### src/rtl/int2flt_pkg.sv
// Shared types and widths for the sequential int16 -> half-float converter.
package int2flt_pkg;

  localparam int unsigned DATA_W   = 16;
  localparam int unsigned BYTE_W   = 8;
  localparam int unsigned EXP_W    = 5;
  localparam int unsigned MAN_W    = 10;
  localparam int unsigned BIAS     = 15;
  localparam int unsigned EXP_INIT = BIAS + DATA_W - 1;

  typedef enum logic [3:0] {
    IDLE,
    LD_LO,
    LD_HI,
    PREP,
    NORM,
    RND,
    WR_LO,
    WR_HI,
    DONE
  } state_t;

endpackage

### src/rtl/int2flt_seq_f16_round.sv
// Rounds a normalised 16-bit magnitude to a half-precision result.
module f16_round
  import int2flt_pkg::*;
(
  input  logic [DATA_W-1:0] i_mag,
  input  logic [EXP_W-1:0]  i_exp,
  input  logic              i_sign,
  input  logic              i_round_en,
  output logic [DATA_W-1:0] o_result_c
);

  localparam int unsigned SUM_W = MAN_W + 1;

  logic [MAN_W-1:0] w_mant;
  logic             w_guard;
  logic             w_sticky;
  logic             w_inc;
  logic [SUM_W-1:0] w_sum;
  logic [EXP_W-1:0] w_exp;
  logic             w_unused;

  // mag[15] is the implicit leading one and never reaches the encoding.
  assign w_unused = i_mag[DATA_W-1];

  always_comb begin
    w_mant     = i_mag[DATA_W-2 -: MAN_W];
    w_guard    = i_mag[DATA_W-2-MAN_W];
    w_sticky   = |i_mag[DATA_W-3-MAN_W:0];
    w_inc      = i_round_en && w_guard && (w_sticky || w_mant[0]);
    w_sum      = {1'b0, w_mant} + SUM_W'(w_inc);
    // A mantissa carry-out leaves the low bits at zero and bumps the exponent.
    w_exp      = i_exp + EXP_W'(w_sum[MAN_W]);
    o_result_c = {i_sign, w_exp, w_sum[MAN_W-1:0]};
  end

endmodule

### src/rtl/int2flt_seq.sv
// Sequential int16 -> half-float converter: loads from data memory, normalises
// one bit per clock, rounds, writes the result back and pulses done.
module int2flt_seq
  import int2flt_pkg::*;
#(
  parameter logic [7:0] ADDR_IN  = 8'd0,
  parameter logic [7:0] ADDR_OUT = 8'd2,
  parameter bit         ROUND_EN = 1'b1
) (
  input  logic              clk,
  input  logic              reset,
  input  logic              start,
  output logic              done,
  output logic [BYTE_W-1:0] dm_addr,
  output logic [BYTE_W-1:0] dm_din,
  input  logic [BYTE_W-1:0] dm_dout,
  output logic              dm_we
);

  state_t              r_state;
  state_t              w_state_nxt;
  logic                r_start_q;
  logic [DATA_W-1:0]   r_int;
  logic                r_sign;
  logic [DATA_W-1:0]   r_mag;
  logic [EXP_W-1:0]    r_exp;
  logic [DATA_W-1:0]   r_result;
  logic                r_done;
  logic                r_we;
  logic [BYTE_W-1:0]   r_addr;
  logic [BYTE_W-1:0]   r_din;

  logic [DATA_W-1:0]   w_mag_abs;
  logic [DATA_W-1:0]   w_round_c;
  logic [DATA_W-1:0]   w_res_c;
  logic                w_done_nxt;
  logic                w_we_nxt;
  logic [BYTE_W-1:0]   w_addr_nxt;
  logic [BYTE_W-1:0]   w_din_nxt;

  // Two's-complement magnitude; 0x8000 stays 0x8000 as an unsigned value.
  assign w_mag_abs = r_int[DATA_W-1] ? DATA_W'(~r_int + DATA_W'(1)) : r_int;

  f16_round u_round (
    .i_mag      (r_mag),
    .i_exp      (r_exp),
    .i_sign     (r_sign),
    .i_round_en (ROUND_EN),
    .o_result_c (w_round_c)
  );

  always_ff @(posedge clk) begin
    if (reset) r_state <= IDLE;
    else       r_state <= w_state_nxt;
  end

  // Next state, plus output values registered for the state being entered.
  always_comb begin
    w_state_nxt = r_state;
    w_addr_nxt  = '0;
    w_din_nxt   = '0;
    w_we_nxt    = 1'b0;
    w_done_nxt  = 1'b0;
    w_res_c     = r_result;
    if (r_state == RND)       w_res_c = w_round_c;
    else if (r_state == PREP) w_res_c = '0;

    case (r_state)
      IDLE:    if (r_start_q && !start) w_state_nxt = LD_LO;
      LD_LO:   w_state_nxt = LD_HI;
      LD_HI:   w_state_nxt = PREP;
      PREP:    w_state_nxt = (w_mag_abs == '0) ? WR_LO : NORM;
      NORM:    if (r_mag[DATA_W-1]) w_state_nxt = RND;
      RND:     w_state_nxt = WR_LO;
      WR_LO:   w_state_nxt = WR_HI;
      WR_HI:   w_state_nxt = DONE;
      DONE:    w_state_nxt = IDLE;
      default: w_state_nxt = IDLE;
    endcase

    case (w_state_nxt)
      LD_LO: w_addr_nxt = ADDR_IN;
      LD_HI: w_addr_nxt = ADDR_IN + 8'd1;
      WR_LO: begin
        w_addr_nxt = ADDR_OUT;
        w_din_nxt  = w_res_c[BYTE_W-1:0];
        w_we_nxt   = 1'b1;
      end
      WR_HI: begin
        w_addr_nxt = ADDR_OUT + 8'd1;
        w_din_nxt  = w_res_c[DATA_W-1:BYTE_W];
        w_we_nxt   = 1'b1;
      end
      DONE:    w_done_nxt = 1'b1;
      default: w_addr_nxt = '0;
    endcase
  end

  // Datapath: operand load, normalising shifter and result capture.
  always_ff @(posedge clk) begin
    if (reset) begin
      r_start_q <= 1'b0;
      r_int     <= '0;
      r_sign    <= 1'b0;
      r_mag     <= '0;
      r_exp     <= '0;
      r_result  <= '0;
      r_done    <= 1'b0;
      r_we      <= 1'b0;
      r_addr    <= '0;
      r_din     <= '0;
    end else begin
      r_start_q <= start;
      r_result  <= w_res_c;
      r_done    <= w_done_nxt;
      r_we      <= w_we_nxt;
      r_addr    <= w_addr_nxt;
      r_din     <= w_din_nxt;
      case (r_state)
        LD_LO: r_int[BYTE_W-1:0]      <= dm_dout;
        LD_HI: r_int[DATA_W-1:BYTE_W] <= dm_dout;
        PREP: begin
          r_sign <= r_int[DATA_W-1];
          r_mag  <= w_mag_abs;
          r_exp  <= EXP_W'(EXP_INIT);
        end
        // One shift per cycle; the cycle that sees mag[15] set only exits.
        NORM: if (!r_mag[DATA_W-1]) begin
          r_mag <= r_mag << 1;
          r_exp <= r_exp - EXP_W'(1);
        end
        default: r_int <= r_int;
      endcase
    end
  end

  assign done    = r_done;
  assign dm_we   = r_we;
  assign dm_addr = r_addr;
  assign dm_din  = r_din;

endmodule

### config.mk
export PLATFORM = sky130hd
export DESIGN_NAME = int2flt_seq
export DESIGN_NICKNAME = d
export VERILOG_FILES = /design/src/rtl/int2flt_pkg.sv /design/src/rtl/int2flt_seq_f16_round.sv /design/src/rtl/int2flt_seq.sv
export SDC_FILE = /design/constraint.sdc
export NUM_CORES = 1
export LEC_CHECK = 0
export ABC_AREA = 1
export BUFFER_PORTS_ARGS = -buffer_cell sky130_fd_sc_hd__buf_4
export CAP_MARGIN = 10
export CORE_ASPECT_RATIO = 1.1
export CORE_MARGIN = 2
export CORE_UTILIZATION = 37
export DETAILED_ROUTE_END_ITERATION = 8
export HOLD_SLACK_MARGIN = 0.05
export MAX_ROUTING_LAYER = met4
export PLACE_DENSITY_LB_ADDON = 0.15
export SYNTH_ARGS = -nofsm -noshare
export SYNTH_HDL_FRONTEND = slang
export SYNTH_SLANG_ARGS = --single-unit
### constraint.sdc
create_clock -name clk -period 2.19 [get_ports clk]
set_input_delay 0.219 -clock clk [delete_from_list [all_inputs] [get_ports clk]]
set_output_delay 0.219 -clock clk [all_outputs]
set_load 0.01 [all_outputs]
After elaboration in Yosys (flattened, before gate mapping)
Index checks and enable logic that the tools add are counted.
{"block": "op_classes", "add_sub_neg": 4, "bitwise_logic": 1, "n_reduce_logical": 10, "n_eq_ne": 12, "mux": 15}
{"cell": "16-bit two-way mux", "n": 4}
{"cell": "16-bit one-hot mux with 2 select lines", "n": 1}
{"cell": "4-bit one-hot mux with 8 select lines", "n": 1}
{"cell": "4-bit by 3-bit == test with 1-bit output (second input constant)", "n": 6}
{"cell": "16-bit by 1-bit adder with 16-bit output (second input constant)", "n": 1}
{"cell": "16-bit zero test", "n": 1}
{"cell": "16-bit inverter", "n": 1}
{"cell": "8-bit one-hot mux with 2 select lines", "n": 1}
{"cell": "4-bit by 2-bit == test with 1-bit output (second input constant)", "n": 3}
{"cell": "10-bit by 1-bit adder with 11-bit output", "n": 1}
{"cell": "5-bit one-hot mux with 2 select lines", "n": 1}
{"cell": "4-bit two-way mux", "n": 2}
{"cell": "2-bit one-hot mux with 3 select lines", "n": 1}
{"cell": "5-bit by 1-bit adder with 5-bit output", "n": 1}
{"cell": "5-bit two-way mux", "n": 1}
{"cell": "5-bit by 1-bit subtractor with 5-bit output (second input constant)", "n": 1}
{"cell": "4-bit by 1-bit == test with 1-bit output (second input constant)", "n": 1}
{"cell": "4-bit == test (second input constant)", "n": 1}
{"cell": "4-bit zero test", "n": 1}
{"cell": "4-bit OR reduction", "n": 1}
{"cell": "1-bit logical AND", "n": 2}
{"cell": "1-bit two-way mux", "n": 2}
{"cell": "2-bit two-way mux", "n": 1}
{"cell": "2-bit inequality test (second input constant)", "n": 1}
{"cell": "5 further kinds", "n": 5}
{"block": "totals", "regBits": 77, "word_cells": 55}

Logic depth before layout (Yosys ltp)
{"block": "logic_depth", "ltp_word": 9, "depth_mapped": 17, "ltp_nobuf": 17}

Cells and area by module
From an unflattened synthesis, not the netlist that was laid out.
{"block": "hier_totals", "hier_cells": 494, "area_unflattened_um2": 3364.5}
{"module": "int2flt_seq", "area_each_um2": 3011.6, "cells_per_inst": 431, "n_inst": 1}
{"module": "f16_round", "area_each_um2": 352.8, "cells_per_inst": 63, "n_inst": 1}

Worst setup path before layout
OpenSTA, ideal clock, no wires.
{"block": "synth_timing", "kind": "register to register", "from": "register r_mag[5]", "to": "register r_din[6], in the netlist dm_din[6]", "required_time_ps": 2120, "path_stages_with_launch": 17, "setup_slack_ps": 19, "setup_time_ps": 70, "path_buffers": 0, "t_arrival_ps": 2101, "period_less_slack_ps": 2171, "path_cell_list": "dfxtp_1 nand2_1 inv_1 ha_1 nand2_1 nor2_1 nand3_1 nor2_1 nand2_1 nor3_1 ha_1 ha_1 nand3_1 xor2_1 nand2_1 nand3_1 a21oi_1"}
{"block": "synth_between", "elab_chain_cells": 6}
{"element": "from (decl)", "line_no": "int2flt_seq.sv:25", "text": "logic [DATA_W-1:0] r_mag;"}
{"element": "from (signal assigned)", "line_no": "int2flt_seq.sv:124", "text": "r_mag <= w_mag_abs;"}
{"element": "from (signal assigned)", "line_no": "int2flt_seq.sv:129", "text": "r_mag <= r_mag << 1;"}
{"element": "1-bit logical OR", "line_no": "int2flt_seq_f16_round.sv:29", "text": "w_inc = i_round_en && w_guard && (w_sticky || w_mant[0]);"}
{"element": "1-bit logical AND", "line_no": "int2flt_seq_f16_round.sv:29"}
{"element": "10-bit by 1-bit adder with 11-bit output *", "line_no": "int2flt_seq_f16_round.sv:30", "text": "w_sum = {1'b0, w_mant} + SUM_W'(w_inc);"}
{"element": "5-bit by 1-bit adder with 5-bit output", "line_no": "int2flt_seq_f16_round.sv:32", "text": "w_exp = i_exp + EXP_W'(w_sum[MAN_W]);"}
{"element": "16-bit two-way mux *", "line_no": "int2flt_seq.sv:65", "text": "if (r_state == RND) w_res_c = w_round_c;"}
{"element": "8-bit one-hot mux with 2 select lines *", "line_no": "int2flt_seq.sv:81", "text": "case (w_state_nxt)"}
{"element": "to (signal assigned)", "line_no": "int2flt_seq.sv:118", "text": "r_din <= w_din_nxt;"}
{"element": "to (decl)", "line_no": "int2flt_seq.sv:31", "text": "logic [BYTE_W-1:0] r_din;"}
Mark *: on every way between the ends. The rest lies on a longest branch, timed or not.
A chain may end at the register's enable or synchronous reset.

Final worst setup path
{"block": "layout_timing", "from": "register r_mag[4]", "to": "register r_din[6], in the netlist dm_din[6]"}
{"block": "layout_between", "elab_chain_cells": 5}
{"element": "1-bit logical AND *", "line_no": "int2flt_seq_f16_round.sv:29"}
{"element": "10-bit by 1-bit adder with 11-bit output *", "line_no": "int2flt_seq_f16_round.sv:30"}
{"element": "5-bit by 1-bit adder with 5-bit output", "line_no": "int2flt_seq_f16_round.sv:32"}
{"element": "16-bit two-way mux *", "line_no": "int2flt_seq.sv:65"}
{"element": "8-bit one-hot mux with 2 select lines *", "line_no": "int2flt_seq.sv:81"}
Marked as above.

==> results.md <==
- Seq/Total Area, Yosys: a little under two fifths
- ANT nets after route: 0
- Die height: about 100 um
- Area Overhead vs Synth: 17.4%
- Post-synth top area share: a little under two fifths
- Worst r2r path cells: 16
- Clock Pin Slew Worst Setup and Hold Paths: approximately 0.07 ns
- WP data required: between 2 and 2.5 ns
- Worst Hold Path EP: r_start_q$_SDFF_PP0_
- Design Power: approximately 2.4 mW
- Area leader, netlist: dfxtp_1
- Max cap viols: 0
- Initial DRC Count: 164
- Final-layout fill cell count: between 800 and 900
- Hold/Removal Path Class: in -> reg
- Antenna cells: 0
- Via density: roughly 4.7
- Clk root buf: clkbuf_8
- Wire length per cell: roughly 12 um
- Post-synth top flop: dfxtp_1
- Hold_ws: 0.0840 ns
- Post-layout min period: between 2 and 2.5 ns
- Synth top area cells: dfxtp_1, nand2_1, inv_1
- Inst Count DP: around 600
- Rows: 35
- Dpl hpwl: approximately 5600 um
- H-tree depth: 3
- Setup CP Type: reg -> reg
- Met3 WL: around 250 um
- FF+latch count, synth: 62
- Worst setup EP type: flop
- Via count: ~3000
- Number of global-route vias before repair: between 2000 and 3000
- Synth warn: 0
- Final Skew: 0.0109 ns
- CTS tree: yes
- Leak pwr: 1.64 nW
- Worst r2r dst: dm_din[6]$_SDFF_PP0_
- Hold_sp: start
- RSZ-0062 raised after global routing: yes
- WHS Path Cells: 3
- Total grt overflow: 0
- Buffer depth of the longest clock path: 2
- Initial antenna violation count: 0
- Count of cell types in the netlist: 37
- Die width: slightly above 90 um
- Core area: approximately 8500 sq um
- Layout cells sized above 1: between 15 and 20%
- Mapped Area: approximately 3300 sq um
- Fin nets: 532
- Post-synth EDFFs: 0
- Worst EP arrival: between 2 and 2.5 ns
- Max-slew headroom: roughly 65%
- Setup Viol. Count Final: 0
- PwrDens: roughly 620 nW/um^2
- Setup tns final: 0 ns
- Fmax: between 0.4 and 0.5 GHz
- Startpoint types: flop
- Period utilization: 94.8%
- Largest net degree at the start of global routing: 41
- Total GRT Usage: between 15 and 20%
- Post-Route WL: 7630 um
- Post-Layout Cell Count: 632
- CTS Buf Count: 9
- R2R Setup Slk: around 0.11 ns
- Port Buffers: 22
- First-pass GRT wire length: between 10000 and 15000 um
- Post-synth ARST share: 0%
- Clock sink total: between 60 and 70
- Post-route DRC: 0
- Highest Signal Layer: met4
- Final hold vios: 0
- Final Util: 45.2%
- Met1 Routed Length: ~3600 um
- Outcome: finished clean
- Skew-Pair Late Insertion Delay: approximately 0.34 ns
- Routability cong.: between 0.7 and 0.8
- Die footprint: roughly 9600 sq um
- Met2 wire length: between 3000 and 4000 um
- Max VDD drop: approximately 430 uV
- Post-Syn Instances: around 500
- Drt first pass iters: 5
- Max Slew Vio Count: 0
- Synth Area per Inst: approximately 6.7 sq um
- Initial Utilization: 38.5%
- Top Ports: 29
- R2R Path Start: r_mag[4]$_SDFFE_PP0P_
- Peak fanout along the critical path: 2
- Least-Margin Pin Slew: around 0.52 ns
kinds of logic (layout without fill, tap and decap cells):
family	count (synthesis)	after routing	share of synthesized area, %
compound gates	80	80	13.7
xor+xnor	6	6	1.62
fa+ha+maj	5	5	1.92
buf+inv	83	112	10.9
flops	62	62	38.2
other cells	1	6	0.115
simple gates	250	250	33.7
power breakdown:
group / switching (mW) / internal (mW)
registers: 0.0353 / 1.16
logic: 0.196 / 0.102
clock network: 0.455 / 0.436
total: 0.687 / 1.70
layout make-up:
cell class | count | area, sq um | share of cell area [%]
multi-input combinational | 347 | 1760 | 46.0
inverter | 56 | 210 | 5.50
sequential | 62 | 1240 | 32.6
tap | 111 | 139 | 3.64
timing repair buffer | 40 | 300 | 7.86
clock inverter | 4 | 22.5 | 0.590
clock buffer | 12 | 145 | 3.80
state kept, by name, summed over array words and instances, names as in the netlist, 4 cells and up:
| register | count |
|---|---|
| r_exp | 5 |
| r_mag | 16 |
| r_state | 4 |
| r_result | 8 |
| r_int | 16 |
| dm_din | 8 |
critical path, cell delays in order, from the launching register on:
cell	delay [ns]
dfxtp_2	0.33
nand2_2	0.06
inv_2	0.08
ha_4	0.15
nand2_4	0.06
nor2_4	0.09
nand3_2	0.10
nor2_4	0.11
nand2_2	0.06
nor3_2	0.11
ha_2	0.22
ha_4	0.14
nand3_2	0.08
xor2_1	0.15
nand2_1	0.09
nand3_2	0.08
a21oi_2	0.12
per-layer routing:
metal / GRT usage (%) / vias up
met2: 29.2 / 52
met1: 21.4 / 1324
met4: 7.35 / 0
met5: - / -
li1: - / 1613
met3: 3.98 / 10
worst max path at each step:
| stage | from | endpoint | slack, ns | depth (start not counted) |
|---|---|---|---|---|
| 5_1_grt | r_mag[4]$_SDFFE_PP0P_ | r_result[14]$_SDFF_PP0_ | -0.07 | 16 |
| 6_report | r_mag[4]$_SDFFE_PP0P_ | dm_din[6]$_SDFF_PP0_ | 0.11 | 16 |
| 3_5_place_dp | r_mag[5]$_SDFFE_PP0P_ | r_result[12]$_SDFF_PP0_ | -0.12 | 16 |
| 2_1_floorplan | r_mag[5]$_SDFFE_PP0P_ | dm_din[6]$_SDFF_PP0_ | 0.02 | 16 |
| 4_1_cts | r_mag[5]$_SDFFE_PP0P_ | dm_din[6]$_SDFF_PP0_ | -0.01 | 16 |
| 3_3_place_gp | r_mag[5]$_SDFFE_PP0P_ | dm_din[4]$_SDFF_PP0_ | -0.04 | 17 |
placed cells by master (no fill, tap or decap), types with 2 or more instances in the layout:
cell | netlist | routed
a21oi_1 | 31 | 30
a31oi_1 | 16 | 16
buf_4 | 7 | 40
clkbuf_1 | 10 | 2
clkbuf_8 | 0 | 10
clkinv_2 | 0 | 3
conb_1 | 1 | 6
dfxtp_1 | 62 | 60
dfxtp_2 | 0 | 2
ha_1 | 5 | 2
ha_4 | 0 | 2
inv_1 | 52 | 51
inv_2 | 4 | 5
nand2_1 | 135 | 132
nand2_2 | 2 | 4
nand2_4 | 3 | 4
nand3_1 | 34 | 31
nand3_2 | 1 | 4
nand3b_1 | 2 | 2
nand4_1 | 5 | 5
nor2_1 | 50 | 47
nor2_2 | 4 | 5
nor2_4 | 2 | 4
nor3_1 | 4 | 3
o21ai_0 | 26 | 25
or2_1 | 3 | 3
or2_2 | 3 | 3
xor2_1 | 5 | 5
through the flow:
stage	cell area, sq um	worst slack [ns]
floorplan	3270	0.0190
finish	3820	0.115
CTS	3770	-0.0131
global placement	3530	-0.0446
detailed placement	3530	-0.117
global route	3820	-0.0660
synth_stat cells (5+ instances only):
library cell / instances
a21oi_1: 31
a31oi_1: 16
buf_2: 7
buf_4: 7
clkbuf_1: 10
dfxtp_1: 62
ha_1: 5
inv_1: 52
nand2_1: 135
nand3_1: 34
nand4_1: 5
nor2_1: 50
o21ai_0: 26
xor2_1: 5
repair_timing:
item | in CTS | in global routing
endpoints found under the hold margin | 0 | 0
setup endpoints to repair | 5 | 12
pin swaps | 4 | 7
gates cloned | 0 | 0
hold buffers | 0 | 0
buffers inserted | 4 | 1
gates resized for setup | 13 | 10
Power figures use the tool's default switching activity.
